===== config.mk =====
export PLATFORM = sky130hd
export DESIGN_NAME = uart_tx_ext
export DESIGN_NICKNAME = d
export VERILOG_FILES = /design/src/rtl/uart_pkg.sv /design/src/rtl/uart_tx_fifo.sv /design/src/rtl/uart_tx_ext.sv
export SDC_FILE = /design/constraint.sdc
export NUM_CORES = 1
export LEC_CHECK = 0
export CORE_ASPECT_RATIO = 2
export CORE_UTILIZATION = 40
export CTS_CLUSTER_SIZE = 25
export DETAILED_ROUTE_END_ITERATION = 7
export PLACE_DENSITY_LB_ADDON = 0.08
export SYNTH_ARGS = -nofsm -noshare
export SYNTH_HDL_FRONTEND = slang
export SYNTH_SLANG_ARGS = --single-unit

===== constraint.sdc =====
create_clock -name clk_i -period 4.2 [get_ports clk_i]
set_input_delay 0.42 -clock clk_i [delete_from_list [all_inputs] [get_ports clk_i]]
set_output_delay 0.42 -clock clk_i [all_outputs]
set_load 0.02 [all_outputs]

===== src/rtl/uart_pkg.sv =====
`default_nettype none
// ============================================================================
//  Module      : uart_pkg
//  Description : Shared types and helpers for the configurable UART transmitter.
//  Revision    : 1.0 - initial release
// ============================================================================
package uart_pkg;

    typedef enum logic [2:0] {
        IDLE   = 3'd0,
        START  = 3'd1,
        DATA   = 3'd2,
        PARITY = 3'd3,
        STOP   = 3'd4
    } state_t;

    typedef enum logic [1:0] {
        PAR_NONE = 2'b00,
        PAR_EVEN = 2'b01,
        PAR_ODD  = 2'b10
    } parity_e;

    typedef enum logic [1:0] {
        BITS_5 = 2'b00,
        BITS_6 = 2'b01,
        BITS_7 = 2'b10,
        BITS_8 = 2'b11
    } data_bits_e;

    // The bit period lives beside this struct because its width is a top-level parameter.
    typedef struct packed {
        data_bits_e data_bits;
        parity_e    parity;
        logic       stop2;
    } cfg_t;

    function automatic logic [3:0] data_bits_n(input logic [1:0] enc);
        return 4'd5 + {2'b00, enc};
    endfunction

    function automatic logic [2:0] last_bit_idx(input logic [1:0] enc);
        return {1'b1, enc};
    endfunction

    function automatic parity_e decode_parity(input logic [1:0] p);
        case (p)
            2'b01:   return PAR_EVEN;
            2'b10:   return PAR_ODD;
            default: return PAR_NONE;
        endcase
    endfunction

    function automatic logic calc_parity(input logic [7:0] d, input logic [1:0] enc,
                                         input parity_e p);
        logic x;
        x = 1'b0;
        for (int i = 0; i < 8; i++) begin
            if (i < int'(data_bits_n(enc))) x = x ^ d[i];
        end
        return (p == PAR_ODD) ? ~x : x;
    endfunction

endpackage
`default_nettype wire


===== src/rtl/uart_tx_fifo.sv =====
`default_nettype none
// ============================================================================
//  Module      : uart_tx_fifo
//  Description : Synchronous byte FIFO with full/empty flags and occupancy.
//  Revision    : 1.0 - initial release
// ============================================================================
module uart_tx_fifo #(
    parameter int DEPTH = 8,
    parameter int LVL_W = $clog2(DEPTH + 1)
) (
    input  logic             clk_i,
    input  logic             rst_i,
    input  logic             push_i,
    input  logic [7:0]       data_i,
    input  logic             pop_i,
    output logic [7:0]       data_o,
    output logic             full_o,
    output logic             empty_o,
    output logic [LVL_W-1:0] level_o
);

    localparam int PTR_W = $clog2(DEPTH);

    logic [7:0]       mem_q [DEPTH];
    logic [PTR_W-1:0] wr_ptr_q;
    logic [PTR_W-1:0] rd_ptr_q;
    logic [LVL_W-1:0] count_q;
    logic             do_push;
    logic             do_pop;

    assign full_o  = (count_q == LVL_W'(DEPTH));
    assign empty_o = (count_q == '0);
    assign do_push = push_i && !full_o;
    assign do_pop  = pop_i && !empty_o;
    assign data_o  = mem_q[rd_ptr_q];
    assign level_o = count_q;

    // Pointers wrap naturally because DEPTH is a power of two.
    always_ff @(posedge clk_i) begin
        if (rst_i) begin
            wr_ptr_q <= '0;
            rd_ptr_q <= '0;
            count_q  <= '0;
        end else begin
            if (do_push) wr_ptr_q <= wr_ptr_q + PTR_W'(1);
            if (do_pop)  rd_ptr_q <= rd_ptr_q + PTR_W'(1);
            if (do_push && !do_pop)      count_q <= count_q + LVL_W'(1);
            else if (!do_push && do_pop) count_q <= count_q - LVL_W'(1);
        end
    end

    always_ff @(posedge clk_i) begin
        if (do_push) mem_q[wr_ptr_q] <= data_i;
    end

endmodule
`default_nettype wire


===== src/rtl/uart_tx_ext.sv =====
`default_nettype none
// ============================================================================
//  Module      : uart_tx_ext
//  Description : Runtime-configurable UART transmitter (5-8 bits, parity, 1/2 stop) with TX FIFO.
//  Revision    : 1.0 - initial release
// ============================================================================
module uart_tx_ext
    import uart_pkg::*;
#(
    parameter int FIFO_DEPTH = 8,
    parameter int DIV_W      = 16,
    parameter int LVL_W      = $clog2(FIFO_DEPTH + 1)
) (
    input  logic             clk_i,
    input  logic             rst_i,
    input  logic [7:0]       data_i,
    input  logic             valid_i,
    output logic             ready_o,
    input  logic [DIV_W-1:0] div_i,
    input  logic [1:0]       data_bits_i,
    input  logic [1:0]       parity_i,
    input  logic             stop2_i,
    output logic             tx_o,
    output logic             busy_o,
    output logic [LVL_W-1:0] level_o
);

    logic             fifo_full;
    logic             fifo_empty;
    logic [7:0]       fifo_rdata;
    logic             push;
    logic             load;

    state_t           state_q, state_d;
    logic [DIV_W-1:0] cnt_q, cnt_d;
    logic [DIV_W-1:0] div_q, div_d;
    logic [2:0]       bit_q, bit_d;
    logic             stop_q, stop_d;
    logic [7:0]       shift_q, shift_d;
    logic             par_q, par_d;
    cfg_t             cfg_q, cfg_d;
    logic             tx_q, tx_d;
    logic             bit_end;
    logic [2:0]       bit_nxt;

    assign ready_o = !fifo_full;
    assign push    = valid_i && ready_o;
    assign busy_o  = (state_q != IDLE);
    assign tx_o    = tx_q;
    assign bit_end = (cnt_q == div_q - DIV_W'(1));
    assign bit_nxt = bit_q + 3'd1;

    uart_tx_fifo #(
        .DEPTH (FIFO_DEPTH),
        .LVL_W (LVL_W)
    ) u_fifo (
        .clk_i   (clk_i),
        .rst_i   (rst_i),
        .push_i  (push),
        .data_i  (data_i),
        .pop_i   (load),
        .data_o  (fifo_rdata),
        .full_o  (fifo_full),
        .empty_o (fifo_empty),
        .level_o (level_o)
    );

    always_ff @(posedge clk_i) begin
        if (rst_i) begin
            state_q <= IDLE;
            cnt_q   <= '0;
            div_q   <= DIV_W'(1);
            bit_q   <= '0;
            stop_q  <= 1'b0;
            shift_q <= '0;
            par_q   <= 1'b0;
            cfg_q   <= '{data_bits: BITS_8, parity: PAR_NONE, stop2: 1'b0};
            tx_q    <= 1'b1;
        end else begin
            state_q <= state_d;
            cnt_q   <= cnt_d;
            div_q   <= div_d;
            bit_q   <= bit_d;
            stop_q  <= stop_d;
            shift_q <= shift_d;
            par_q   <= par_d;
            cfg_q   <= cfg_d;
            tx_q    <= tx_d;
        end
    end

    // tx_d is the line level of the state being entered, so tx_o lines up with state_q.
    always_comb begin
        state_d = state_q;
        cnt_d   = '0;
        div_d   = div_q;
        bit_d   = bit_q;
        stop_d  = stop_q;
        shift_d = shift_q;
        par_d   = par_q;
        cfg_d   = cfg_q;
        tx_d    = tx_q;
        load    = 1'b0;

        if (state_q != IDLE) cnt_d = bit_end ? '0 : cnt_q + DIV_W'(1);

        case (state_q)
            IDLE: begin
                tx_d = 1'b1;
                if (!fifo_empty) load = 1'b1;
            end
            START: begin
                if (bit_end) begin
                    state_d = DATA;
                    bit_d   = 3'd0;
                    tx_d    = shift_q[0];
                end
            end
            DATA: begin
                if (bit_end) begin
                    if (bit_q == last_bit_idx(cfg_q.data_bits)) begin
                        if (cfg_q.parity != PAR_NONE) begin
                            state_d = PARITY;
                            tx_d    = par_q;
                        end else begin
                            state_d = STOP;
                            stop_d  = 1'b0;
                            tx_d    = 1'b1;
                        end
                    end else begin
                        bit_d = bit_nxt;
                        tx_d  = shift_q[bit_nxt];
                    end
                end
            end
            PARITY: begin
                if (bit_end) begin
                    state_d = STOP;
                    stop_d  = 1'b0;
                    tx_d    = 1'b1;
                end
            end
            STOP: begin
                if (bit_end) begin
                    if (cfg_q.stop2 && !stop_q) stop_d = 1'b1;
                    else if (!fifo_empty)       load   = 1'b1;
                    else                        state_d = IDLE;
                end
            end
            default: begin
                state_d = IDLE;
                tx_d    = 1'b1;
            end
        endcase

        // Frame start: pop the head word and snapshot the configuration.
        if (load) begin
            state_d = START;
            cnt_d   = '0;
            tx_d    = 1'b0;
            div_d   = (div_i == '0) ? DIV_W'(1) : div_i;
            cfg_d   = '{data_bits: data_bits_e'(data_bits_i),
                        parity:    decode_parity(parity_i),
                        stop2:     stop2_i};
            shift_d = fifo_rdata;
            par_d   = calc_parity(fifo_rdata, data_bits_i, decode_parity(parity_i));
        end
    end

endmodule
`default_nettype wire


==> impl_metrics.ini, run 1 <==
[placed_design]
dpl.hpwl_mm = 11.22
io_buffers = 38
place_congestion = 0.8435
placed_cells = 768

[sta]
setup-tns-final_ns = 0
max_slew.worst_pin.slew_ns = 0.9754
period_share_pct = 92.54
fmax_mhz = 257.3
setup_violations = 0
skew_ns = 0.01875
relSlewSlack_pct = 34.73
rsz0062_at_grt = no
drv_slew = 0
period_minus_slack_ns = 3.887
hold_violations = 0

[global_route]
grt_pass1_vias = 4756
antenna_found_initial = 0
grt_use_total_pct = 22.48
grt_max_degree = 48
grt_overflow = 0
grt_first_pass_wirelength_mm = 25.16

[synthesis]
yosys_most_used_dff = dfxtp_1
ys_seq_area_share_pct = 54.12
synth-edff-count = 64
synth_fp_nets = 586
ys_types = 59
synth_area_sq_um = 6030
syn_avg_cell_area_sq_um = 11.06
async_reset_ff_share_pct = 0
ys_ff_latch = 131
syn_inst = 545
yosys_warnings = 0

[floorplan]
rows = 63
fp.dieArea_sq_um = 15600
io_pins = 39
fp.coreArea_sq_um = 14740
fp.dieH_microns = 175.6
die_width_microns = 88.82
initial_utilization_pct = 40.90

[clock_network]
numCtsBuffers = 17
cts_hold_buffers = 0
cts_root_buffer = clkbuf_16
cts.sinks = 131
cts_tree = done
clk-insertion-delay-late_ns = 0.42
clkTransAtPathRegs_ns = 0.06
htreeDepth = 4
clock_path_buffers = 2

[drt]
wl_per_cell_microns = 19.89
drt-total-wl_mm = 15.93
vias = 4471
dr.pass1.iters = 4
drc = 0
antenna_left = 0
routed_via_density = 5.582
drt_iter0_drc = 269

[critical_path]
cp_max_fo = 7
cp_data_arrival_time_ns = 4.23
critical_path.top_delay_family = simple AND/OR/NAND/NOR gates
worst-setup-path-type = reg -> reg
cp.required_ns = 4.54
crit_chain = buf_4 -> nor4b_4 -> xnor2_1 -> or4_1 -> a222oi_1 -> nand4_1 -> o41a_1 -> nor2_2 -> inv_2 -> ha_1 -> inv_1 -> ha_1 -> a21o_1 -> a21oi_1 -> xnor2_1 -> or3_1 -> a21oi_1
critPathLaunchType = flip-flop
worst_path_max_delay_cell = or4_1
critPathCaptureType = flip-flop
max_stage_delay_ns = 0.40
path_buf_inv = 3

[power_and_ir_drop]
seqPwrFrac_pct = 33.6
vdd_drop_max_mv = 0.2920
leakagePower_uw = 0.002488
switching_power_uw = 1911
p_sw_share_pct = 36.95
p_comb_share_pct = 38.0
p_per_area_nw_per_um2 = 707.6
p_clk_share_pct = 28.3
power.internal_uw = 3261

[status]
status = finished clean

[cells_and_area]
drive_gt1_share_pct = 12.54
area_growth_pct = 21.21
final_nets = 634
stdcell_count = 801
diodes = 0

[hold_path]
holdCritPathClass = reg -> reg

[run]
cap_violations = 0
-- power by group through the flow --
stage          logic, uW  clock network [uW]  registers (uW)
4_1_cts             1970                1490            1730
3_5_place_dp        1960                   0            1760
5_1_grt             2180                1540            1770
6_report            1970                1460            1740
3_3_place_gp        1940                   0            1750
2_1_floorplan       1370                   0            1710
-- cells by family after synthesis --
logic type	Yosys count	synth area share (%)
flops	131	54.12
simple gates	165	14.51
fa+ha+maj	9	1.992
buf+inv	39	2.573
xor+xnor	44	6.620
compound gates	128	12.68
mux	29	7.512
-- metrics by stage --
stage               setup slack [ns]  cell area [sq um]  power (uW)  util, %  hold WS, ns
floorplan                     0.1285               6030        3079        -       0.4497
global placement              0.2859               6694        3694    45.41       0.4632
detailed placement            0.2251               6694        3717    45.41       0.4745
CTS                           0.2101               7277        5190    49.37       0.4829
global route                 0.01885               7308        5485    49.58       0.5077
finish                        0.3133               7308        5171    49.58       0.4811
-- what timing repair did --
action,CTS,global route
resized for setup,0,4
setup buffers,0,1
setup endpoints to repair,0,1
-- cell type report --
class,count,area (sq um)
Inverter,12,45.04
Sequential cell,131,3263
Multi-Input combinational cell,375,2663
Tap cell,195,244.0
Clock buffer,18,439.2
Fill cell,1354,7432
Clock inverter,14,143.9
Timing Repair Buffer,56,510.5
-- sequential cells by signal (all words and copies together), names as in the netlist, named ones only --
signal           flops
cfg_q                5
div_q               16
u_fifo.wr_ptr_q      3
cnt_q               16
bit_q                3
u_fifo.mem_q        64
u_fifo.level_o       4
tx_o                 1
par_q                1
shift_q              8
state_q              3
stop_q               1
u_fifo.rd_ptr_q      3
-- Yosys cell counts (all sizes together), types with 6 or more instances --
cell | count | share of area, %
xor2 | 18 | 2.6
nand3 | 35 | 2.9
a21oi | 49 | 4.1
nand2b | 8 | 0.83
nand2 | 19 | 1.2
ha | 8 | 1.7
a211oi | 8 | 1.0
mux2i | 16 | 2.7
and3 | 7 | 0.73
mux4 | 13 | 4.9
nor3 | 13 | 1.2
nor4 | 9 | 1.0
edfxtp | 64 | 32
dfxtp | 67 | 22
inv | 11 | 0.68
clkbuf | 20 | 1.2
o22ai | 6 | 0.62
xnor2 | 25 | 3.6
buf | 7 | 0.58
or3 | 6 | 0.62
nor2 | 41 | 2.6
o21ai | 36 | 3.0
-- final timing paths --
kind / startpoint / to / slack, ns / depth (start not counted)
hold / removal: cfg_q[1] / cfg_q[1] / 0.48 / 2
setup reg to reg: div_q[2] / u_fifo.level_o[3] / 0.31 / 17
hold reg to reg: cfg_q[1] / cfg_q[1] / 0.48 / 2
setup / recovery: div_q[2] / u_fifo.level_o[3] / 0.31 / 17
-- cell usage in the layout (no fill, tap or decap), types with 4 or more instances in the layout --
cell / count
a211oi_1: 8
nor2_1: 40
o21ai_0: 36
and3_1: 7
nand4_1: 4
clkinvlp_4: 4
clkdlybuf4s50_1: 37
nand3_1: 35
nor3_1: 10
ha_1: 8
xor2_1: 18
inv_6: 6
edfxtp_1: 64
o22ai_1: 6
mux2i_1: 16
inv_1: 10
buf_4: 18
o31ai_1: 4
and2_1: 4
clkbuf_16: 17
nand2b_1: 8
nor2b_1: 4
mux4_2: 13
xnor2_1: 25
dfxtp_1: 67
nor4_1: 6
a21oi_1: 49
a311oi_1: 4
nand2_1: 19
or3_1: 6
-- worst register-to-register path: cells and delay by family, from the launching register on --
| family | cells | cell delay (ns) |
|---|---|---|
| xor+xnor | 2 | 0.17 |
| buf+inv | 3 | 0.36 |
| flops | 1 | 0.34 |
| fa+ha+maj | 2 | 0.46 |
| compound gates | 5 | 1.17 |
| simple gates | 5 | 1.34 |
-- layer usage --
metal | part of all wire [%] | routed length (microns) | global-route usage [%] | up-vias
met2 | 58 | 9184 | 42.60 | 99
met1 | 33 | 5315 | 20.56 | 2188
met5 | 0 | 0 | 0 | -
met4 | 5.4 | 854 | 14.65 | 0
met3 | 3.6 | 580 | 4.417 | 51
li1 | - | - | - | 2133
Note: power is estimated with default switching activity, not from simulation.
==> run 2: changes to the inputs <==
- SKIP_CTS_REPAIR_TIMING: unset -> 1
==> results of run 2 <==
The final DEF is identical to that of run 1; final timing and power are the same.
==> run 3: changes to the inputs <==
- CORE_UTILIZATION: 40 -> 53
==> run 3 against run 2 <==
Effect of this change:
- register-to-register slack lost 0.08 ns
- sequential share of layout area grew 0.39 points
- die area shrank 24%
- via count shrank 0.78%
- worst setup slack lost 0.077 ns
- critical endpoint unchanged
==> impl_metrics.ini, run 3 (synthesis gave the netlist of run 1 again) <==
[power_and_ir_drop]
vdd_drop_max_mv = 0.5485
leakagePower_uw = 0.002485
p_sw_share_pct = 36.11
seqPwrFrac_pct = 33.8
p_clk_share_pct = 28.4
switching_power_uw = 1870
p_comb_share_pct = 37.7
power.internal_uw = 3307
p_per_area_nw_per_um2 = 714.3
total_power_uw = 5177

[drt]
vias = 4436
drt_iter0_drc = 200
drt-total-wl_mm = 14.59
wl_per_cell_microns = 19.58
route.met3.wl_microns = 388
antenna_left = 0
met1Wirelength_mm = 4.760
drc = 0
dr_wl_met2_mm = 8.868
dr.pass1.iters = 4
routed_via_density = 5.954
topRoutingLayerUsed = met4

[critical_path]
cp_data_arrival_time_ns = 4.31
cp.required_ns = 4.54
worst-setup-path-type = reg -> reg
rr_startpoint = div_q[1]
reg2reg_to = u_fifo.level_o[3]
cp_max_fo = 7
critPathCaptureType = flip-flop
critPathLaunchType = flip-flop
r2r_slack_ns = 0.24
rr_worst_depth = 18

[floorplan]
initial_utilization_pct = 54.75
rows = 54
die_width_microns = 77.42
io_pins = 39
fp.coreArea_sq_um = 11010
fp.dieH_microns = 152.8
fp.dieArea_sq_um = 11830

[cells_and_area]
drive_gt1_share_pct = 13.39
area_growth_pct = 20.21
final_common_cell = dfxtp_1
regMostFlops = u_fifo.mem_q
final_area_sq_um = 7248
largest_registers = u_fifo.mem_q x64, cnt_q x16, div_q x16
diodes = 0
layout_common_cells = dfxtp_1, edfxtp_1, a21oi_1
largest_reg_flops = 64
utilization_pct = 65.81
final_nets = 633

[sta]
rsz0062_at_grt = no
relSlewSlack_pct = 36.58
setup_violations = 0
max_slew.worst_pin.slew_ns = 0.9461
period_share_pct = 94.38
fmax_mhz = 252.3
setup-tns-final_ns = 0
drv_slew = 0
skew_ns = 0.007393
fin_ws_ns = 0.2361
period_minus_slack_ns = 3.964
hold_violations = 0

[clock_network]
clk-insertion-delay-late_ns = 0.42
clock_path_buffers = 2
htreeDepth = 4
numCtsBuffers = 17
clkTransAtPathRegs_ns = 0.06
cts_root_buffer = clkbuf_16
cts.sinks = 131
cts_tree = done

[hold_path]
hold_depth = 2
holdPathEnd = cfg_q[2]
holdCritPathClass = reg -> reg
worstHoldStart = cfg_q[2]

[placed_design]
post-place-ws_ns = 0.1738
post_dp_cell_area_sq_um = 6618
io_buffers = 38
place_congestion = 0.9084
dpl.hpwl_mm = 10.55

[status]
status = finished clean

[global_route]
antenna_found_initial = 0
grt_max_degree = 48
grt_overflow = 0
grt_pass1_vias = 4624
grt_use_total_pct = 26.41
grt_first_pass_wirelength_mm = 23.20

[run]
cap_violations = 0
[run 3: metrics by stage]
step / instances / hold WS [ns]
6_report: 745 / 0.4761
5_1_grt: 745 / 0.4984
4_1_cts: 744 / 0.4786
3_5_place_dp: 712 / 0.4707
3_3_place_gp: 712 / 0.4639
2_1_floorplan: 545 / 0.4497
[run 3: worst max path at each step]
stage	to	from	depth (start not counted)	slack [ns]
2_1_floorplan	u_fifo.level_o[3]	div_q[0]	19	0.13
3_3_place_gp	u_fifo.level_o[3]	div_q[1]	18	0.28
3_5_place_dp	u_fifo.level_o[3]	div_q[1]	18	0.17
4_1_cts	u_fifo.level_o[3]	div_q[1]	18	0.17
5_1_grt	u_fifo.level_o[3]	div_q[1]	18	0.02
6_report	u_fifo.level_o[3]	div_q[1]	18	0.24
[run 3: power groups by stage]
stage | Sequential (uW) | Clock (uW) | Combinational [uW]
after floorplan | 1710 | 0 | 1370
after global placement | 1760 | 0 | 1880
after detailed placement | 1770 | 0 | 1900
after CTS | 1750 | 1490 | 1920
after global routing | 1780 | 1550 | 2140
final | 1750 | 1470 | 1950
[run 3: area by class of cell]
cell class | instances | area [sq um]
flip-flops and latches | 131 | 3264
clock inverters | 15 | 168.9
inverters | 12 | 45.04
fillers | 850 | 3765
multi-input cells | 375 | 2666
clock buffers | 17 | 425.4
well taps | 140 | 175.2
repair buffers | 55 | 503.0
[run 3: per-layer routing]
layer,vias up,global-route usage [%]
met5,-,0
met4,0,15.45
met3,33,5.254
met2,101,53.22
met1,2159,22.46
li1,2143,-
[run 3: worst max-delay path: stages (launching register included)]
cell and delay, ns:
dfxtp_2 0.35, inv_1 0.06, ha_2 0.18, nor4b_4 0.25, xnor2_1 0.09, or4_1 0.40
a222oi_1 0.32, nand4_1 0.18, o41a_1 0.43, nor2_2 0.15, inv_2 0.07, ha_2 0.20
inv_2 0.08, ha_1 0.23, a21o_1 0.19, a21oi_2 0.14, xnor2_1 0.09, or3_1 0.33
a21oi_2 0.14
